<file path="src/rtl/ttt_pkg.sv">
// Shared constants and helpers for the three-mark tic-tac-toe datapath.
// Holds mark encodings, the "no cell" marker, the win-line table and the win check.
package ttt_pkg;

  localparam logic [1:0] MARK_X    = 2'b10;
  localparam logic [1:0] MARK_O    = 2'b01;
  localparam logic [1:0] MARK_NONE = 2'b00;
  localparam logic [3:0] CELL_NONE = 4'd15;
  localparam int         KEEP_DEFAULT = 3;

  typedef logic [8:0][1:0] board_t;

  localparam logic [3:0] WIN_LINES [8][3] = '{
    '{4'd0, 4'd1, 4'd2},
    '{4'd3, 4'd4, 4'd5},
    '{4'd6, 4'd7, 4'd8},
    '{4'd0, 4'd3, 4'd6},
    '{4'd1, 4'd4, 4'd7},
    '{4'd2, 4'd5, 4'd8},
    '{4'd0, 4'd4, 4'd8},
    '{4'd2, 4'd4, 4'd6}
  };

  function automatic logic has_win(input board_t b, input logic [1:0] m);
    logic w;
    w = 1'b0;
    for (int l = 0; l < 8; l++) begin
      if (b[WIN_LINES[l][0]] == m && b[WIN_LINES[l][1]] == m && b[WIN_LINES[l][2]] == m)
        w = 1'b1;
    end
    return w && (m != MARK_NONE);
  endfunction

endpackage

</file>
<file path="src/rtl/move_fifo.sv">
// Per-player history of occupied cells, oldest first; depth KEEP.
// On a push while full the caller pops in the same cycle, so the depth never overflows.
module move_fifo
  import ttt_pkg::*;
#(
  parameter  int KEEP = KEEP_DEFAULT,
  localparam int CW   = $clog2(KEEP + 1),
  localparam int PW   = (KEEP > 1) ? $clog2(KEEP) : 1
) (
  input  logic          clk,
  input  logic          rst,
  input  logic          push,
  input  logic          pop,
  input  logic [3:0]    din,
  output logic [3:0]    head,
  output logic          full,
  output logic [CW-1:0] count
);

  logic [3:0]    mem [KEEP];
  logic [PW-1:0] rd_ptr;
  logic [PW-1:0] wr_ptr;

  function automatic logic [PW-1:0] bump(input logic [PW-1:0] p);
    return (p == PW'(KEEP - 1)) ? '0 : p + 1'b1;
  endfunction

  always_ff @(posedge clk) begin
    if (rst) begin
      rd_ptr <= '0;
      wr_ptr <= '0;
      count  <= '0;
      for (int i = 0; i < KEEP; i++) mem[i] <= CELL_NONE;
    end else begin
      if (push) begin
        mem[wr_ptr] <= din;
        wr_ptr      <= bump(wr_ptr);
      end
      if (pop) rd_ptr <= bump(rd_ptr);
      if (push && !pop)      count <= count + 1'b1;
      else if (pop && !push) count <= count - 1'b1;
    end
  end

  assign head = mem[rd_ptr];
  assign full = (count == CW'(KEEP));

endmodule

</file>
<file path="src/rtl/board_eliminator.sv">
// Board-state stage: places accepted moves, evicts each player's oldest mark
// beyond KEEP, and latches the first win detected on the post-eviction board.
module board_eliminator
  import ttt_pkg::*;
#(
  parameter  int KEEP = KEEP_DEFAULT,
  localparam int CW   = $clog2(KEEP + 1)
) (
  input  logic       clk,
  input  logic       rst,
  input  logic [3:0] location,
  input  logic [1:0] mark,
  output logic [1:0] a0,
  output logic [1:0] a1,
  output logic [1:0] a2,
  output logic [1:0] a3,
  output logic [1:0] a4,
  output logic [1:0] a5,
  output logic [1:0] a6,
  output logic [1:0] a7,
  output logic [1:0] a8,
  output logic [3:0] evictX,
  output logic [3:0] evictO,
  output logic [1:0] winner,
  output logic       gameOver,
  output logic       illegal
);

  board_t        board, next_board;
  logic [5:0]    prev_sample;
  logic [1:0]    cell_val;
  logic          new_move, reject, accept, win_now;
  logic          is_x, is_o, evicting;
  logic [3:0]    head_x, head_o, head_mv;
  logic          full_x, full_o;
  logic [CW-1:0] count_x, count_o;

  assign is_x = (mark == MARK_X);
  assign is_o = (mark == MARK_O);

  move_fifo #(.KEEP(KEEP)) u_fifo_x (
    .clk(clk), .rst(rst), .push(accept && is_x), .pop(accept && is_x && full_x),
    .din(location), .head(head_x), .full(full_x), .count(count_x)
  );

  move_fifo #(.KEEP(KEEP)) u_fifo_o (
    .clk(clk), .rst(rst), .push(accept && is_o), .pop(accept && is_o && full_o),
    .din(location), .head(head_o), .full(full_o), .count(count_o)
  );

  assign evicting = is_x ? full_x : full_o;
  assign head_mv  = is_x ? head_x : head_o;

  // Eviction and placement form one update; the win check sees only its result.
  always_comb begin
    next_board = board;
    cell_val   = MARK_NONE;
    for (int i = 0; i < 9; i++)
      if (location == 4'(i)) cell_val = board[i];
    new_move = (mark != MARK_NONE) && ({mark, location} != prev_sample);
    reject   = new_move && ((location > 4'd8) || (mark == 2'b11) ||
                            (cell_val != MARK_NONE) || gameOver);
    accept   = new_move && !reject;
    if (accept) begin
      for (int i = 0; i < 9; i++)
        if (evicting && head_mv == 4'(i)) next_board[i] = MARK_NONE;
      for (int i = 0; i < 9; i++)
        if (location == 4'(i)) next_board[i] = mark;
    end
    win_now = accept && has_win(next_board, mark);
  end

  always_ff @(posedge clk) begin
    if (rst) begin
      board       <= '0;
      prev_sample <= '0;
      winner      <= MARK_NONE;
      gameOver    <= 1'b0;
      illegal     <= 1'b0;
    end else begin
      prev_sample <= {mark, location};
      illegal     <= reject;
      board       <= next_board;
      if (win_now) begin
        winner   <= mark;
        gameOver <= 1'b1;
      end
    end
  end

  assign evictX = (count_x == CW'(KEEP)) ? head_x : CELL_NONE;
  assign evictO = (count_o == CW'(KEEP)) ? head_o : CELL_NONE;

  assign a0 = board[0];
  assign a1 = board[1];
  assign a2 = board[2];
  assign a3 = board[3];
  assign a4 = board[4];
  assign a5 = board[5];
  assign a6 = board[6];
  assign a7 = board[7];
  assign a8 = board[8];

endmodule

</file>
<file path="config.mk">
export PLATFORM = sky130hd
export DESIGN_NAME = board_eliminator
export DESIGN_NICKNAME = d
export VERILOG_FILES = /design/src/rtl/ttt_pkg.sv /design/src/rtl/move_fifo.sv /design/src/rtl/board_eliminator.sv
export SDC_FILE = /design/constraint.sdc
export NUM_CORES = 1
export LEC_CHECK = 0
export BUFFER_PORTS_ARGS = -buffer_cell sky130_fd_sc_hd__buf_2
export CAP_MARGIN = 20
export CORE_MARGIN = 2
export CORE_UTILIZATION = 54
export DETAILED_ROUTE_END_ITERATION = 10
export GPL_TIMING_DRIVEN = 0
export HOLD_SLACK_MARGIN = 0.02
export PLACE_DENSITY_LB_ADDON = 0.2
export RECOVER_POWER = 25
export SLEW_MARGIN = 25
export SYNTH_ARGS = -nofsm -noshare
export SYNTH_HDL_FRONTEND = slang
export SYNTH_SLANG_ARGS = --single-unit
</file>
<file path="constraint.sdc">
create_clock -name clk -period 3 [get_ports clk]
set_input_delay 0.6 -clock clk [delete_from_list [all_inputs] [get_ports clk]]
set_output_delay 0.6 -clock clk [all_outputs]
set_load 0.02 [all_outputs]
</file>
==> impl_results.md <==
- CP most frequent cell: mux2_4
- Failing checks: negative setup slack
- Total gr overflow: 0
- WL met2: 6280 um
- Vias: 4239
- Final Hold Viols: 0
- Routed wire per std cell: 20.6 um
- First-pass detailed-route iteration total: 6
- Max FO, Critical Path: 8
- Power per cell area: 394 mW/mm2
- Clock transition at the registers of the reported paths: 0.08 ns
- Area leader, netlist: edfxtp_1
- Sink Count: 76
- Synth top area share: 0.227
- Max_cap viols: 0
- Row count: 32
- DRC: 0
- Element type at the critical path start: flop
- Boundary Pins: 38
- Flops & latches, synth: 76
- Core area: 0.00765 mm2
- Sequential fraction of the synthesis area: 0.435
- Mean Syn Cell Area: 9.24 um2
- Initial DRC Count: 500
- Regs by FF count: u_fifo_o.mem (16), u_fifo_x.mem (16), prev_sample (6)
- Most used DFF post-synth: dfxtp_1
- Clock tree buffer depth: 2
- Run status: finished with violations
- EDFF count, synth: 32
- Top cells by area, synth: edfxtp_1 23%, dfxtp_1 21%, nor2_1 4.9%
- CP required: 3.26 ns
- Critical path type: flop to flop
- Final layout net count: 560
- Diode count: 0
- Die area: 0.00857 mm2
- Ys async rst share: 0
- Post-synth cell types: 63
- Initial antenna violation count: 1
- Top layer in use: met5
- Post-synth net total: 466
- WP buf/inv: 2
- Gate Count Post-Synth: 458
- Tot Pwr: 0.00219 W
- H-tree levels: 3
- Synth warnings: 0
- Largest net degree at the start of global routing: 14
- First-pass GRT wire length: 20700 um
- Dpl hpwl: 8330 um
- Hold Path Class: input port to flop
- Vias in the first global route: 3993
- Layout cells sized above 1: 0.364
- DRT met1 WL: 5130 um
- Setup Skew: 0.00922 ns
- VDD IR max: 292 uV
- Cell Area, Synth: 0.00423 mm2
- CP peak stage delay: 0.39 ns
- Leakage Power: 1.83 nW
- CP Cell Sequence: buf_8 -> mux2_4 -> nor3b_2 -> a211oi_2 -> buf_4 -> nor3_4 -> a311oi_2 -> o2bb2ai_1 -> a32oi_2 -> a32o_2 -> a221oi_2 -> a21oi_2 -> mux2_4
- Worst rel slew slack: 0.489
- Final Max Slew Viols: 0
- Clock latency on the worst-skew pair: 0.38 ns
- Final Cycle Share: 1.15
- Crit path time final: 3.46 ns
- Slowest cell on crit path: a211oi_2
- GPL Wtd Cong: 0.968
- Gr usage total: 0.314
- DIE WIDTH: 92.6 um
- Num CTS Buffers: 9
- Unrepaired setup endpoints after global routing: true
- Final worst slack: -0.457 ns
- Area Growth Syn to Fin: 30.9%
- Max frequency: 289 MHz
- Vias per cell: 6.43
- CTS tree: built
- Initial core utilization: 0.554
- Crit-path leading delay family: compound AO/OA/AOI/OAI gates
- Die Height: 92.6 um
- Worst Tran Pin Value: 0.766 ns
- Final WL: 13600 um
- Final setup viols: 7
- Antenna-violating nets left: 0
- Root buf cell: clkbuf_8
- Hold_ws: 0.430 ns
- Critical path endpoint category: flop
- Wire length on met3: 1550 um
- PortBufs: 36
- Arr. time, crit path: 3.72 ns
- Core Util, Final: 0.725
- Fillers: 539
==> layer usage <==
metal  vias to the layer above  global-route usage
met5                         -                   0
met4                         2               0.142
met3                        64              0.0765
met2                       330               0.488
met1                      1976               0.416
li1                       1867                   -
==> cells in the final DEF, fill, tap and decap left out, types with 14 or more instances in the layout <==
cell type,instances
dfxtp_1,40
nand2b_1,18
nor2_1,53
a21oi_1,29
o21ai_0,15
buf_2,37
nor2b_1,14
buf_4,48
edfxtp_1,32
nand2_1,51
==> final cells by class <==
class                      instances  area, um2  area share
timing repair buffer              85        574       0.104
tap                              102        128      0.0230
clock inverter                     5       37.5     0.00677
clock buffer                      11        131      0.0237
inverter                           7       35.0     0.00632
buffer                            27        208      0.0375
sequential                        76       1850       0.334
multi-input combinational        346       2580       0.466
==> Yosys cell counts, types with 2 or more instances <==
library cell and count:
a211oi_2 3, a21oi_1 31, a22o_1 4, a22oi_1 8
a311oi_1 6, a31oi_1 6, a32o_1 3, a32oi_1 5
and2_1 2, buf_2 10, buf_4 3, buf_6 2
clkbuf_1 13, clkinv_1 3, dfxtp_1 44, edfxtp_1 32
inv_1 4, mux2_1 2, mux2_2 5, mux2_4 2
mux2i_1 4, mux4_2 8, nand2_1 53, nand2b_1 19
nand3_1 7, nor2_1 55, nor2b_1 15, nor3_1 16
nor3b_1 7, nor4_1 6, nor4b_1 4, o211ai_1 3
o211ai_2 2, o21ai_0 19, o2bb2ai_1 4, o32a_1 2
or2_2 6, or3_1 4, or4_1 2, xnor2_1 11
==> through the flow <==
step	TNS [ns]	cell area (um2)	instances	setup WS [ns]
floorplan	-0.130	4280	458	-0.0649
detailed placement	-27.18	4590	596	-0.738
CTS	-0.588	5300	651	-0.219
finish	-1.33	5540	659	-0.457
global route	-3.52	5540	659	-0.500
global placement	-22.85	4590	596	-0.664
==> worst register-to-register path: stages (launching register included) <==
cell and delay (ns):
dfxtp_2 0.34, buf_8 0.14, mux2_4 0.34, nor3b_2 0.17
a211oi_2 0.39, buf_4 0.20, nor3_4 0.05, a311oi_2 0.27
o2bb2ai_1 0.11, a32oi_2 0.34, a32o_2 0.26, a221oi_2 0.08
a21oi_2 0.33, mux2_4 0.33
==> where the power goes <==
part / switching [W] / leakage, nW / total, W / internal [W]
combinational: 0.000227 / 1.15 / 0.000371 / 0.000144
clock: 0.000402 / 0.0799 / 0.000706 / 0.000303
sequential: 0.0000166 / 0.604 / 0.00111 / 0.00109
total: 0.000645 / 1.83 / 0.00219 / 0.00154
==> logic make-up after synthesis <==
group	count (synthesis)	synth area share
flip-flops	76	0.435
XOR/XNOR	12	0.0248
multiplexers	21	0.0777
AND/OR/NAND/NOR	207	0.246
buffers and inverters	36	0.0411
AO/OA/AOI/OAI	106	0.176
==> path summary, 6_finish.rpt <==
check | startpoint | end | slack (ns) | depth (start not counted)
worst min-delay path | location[3] | u_fifo_x.mem[3][3] | 0.43 | 1
worst max register to register | flop | winner[1] | -0.46 | 13
worst min register to register | u_fifo_x.rd_ptr[0] | flop | 0.48 | 2
worst max-delay path | flop | winner[1] | -0.46 | 13
==> what timing repair did <==
action | 4_1_cts | 5_1_grt
gates resized for setup | 61 | 39
pin swaps | 32 | 28
setup endpoints to repair | 27 | 55
setup buffers | 41 | 14
hold buffers | 0 | 0
Note: power is estimated with default switching activity, not from simulation.
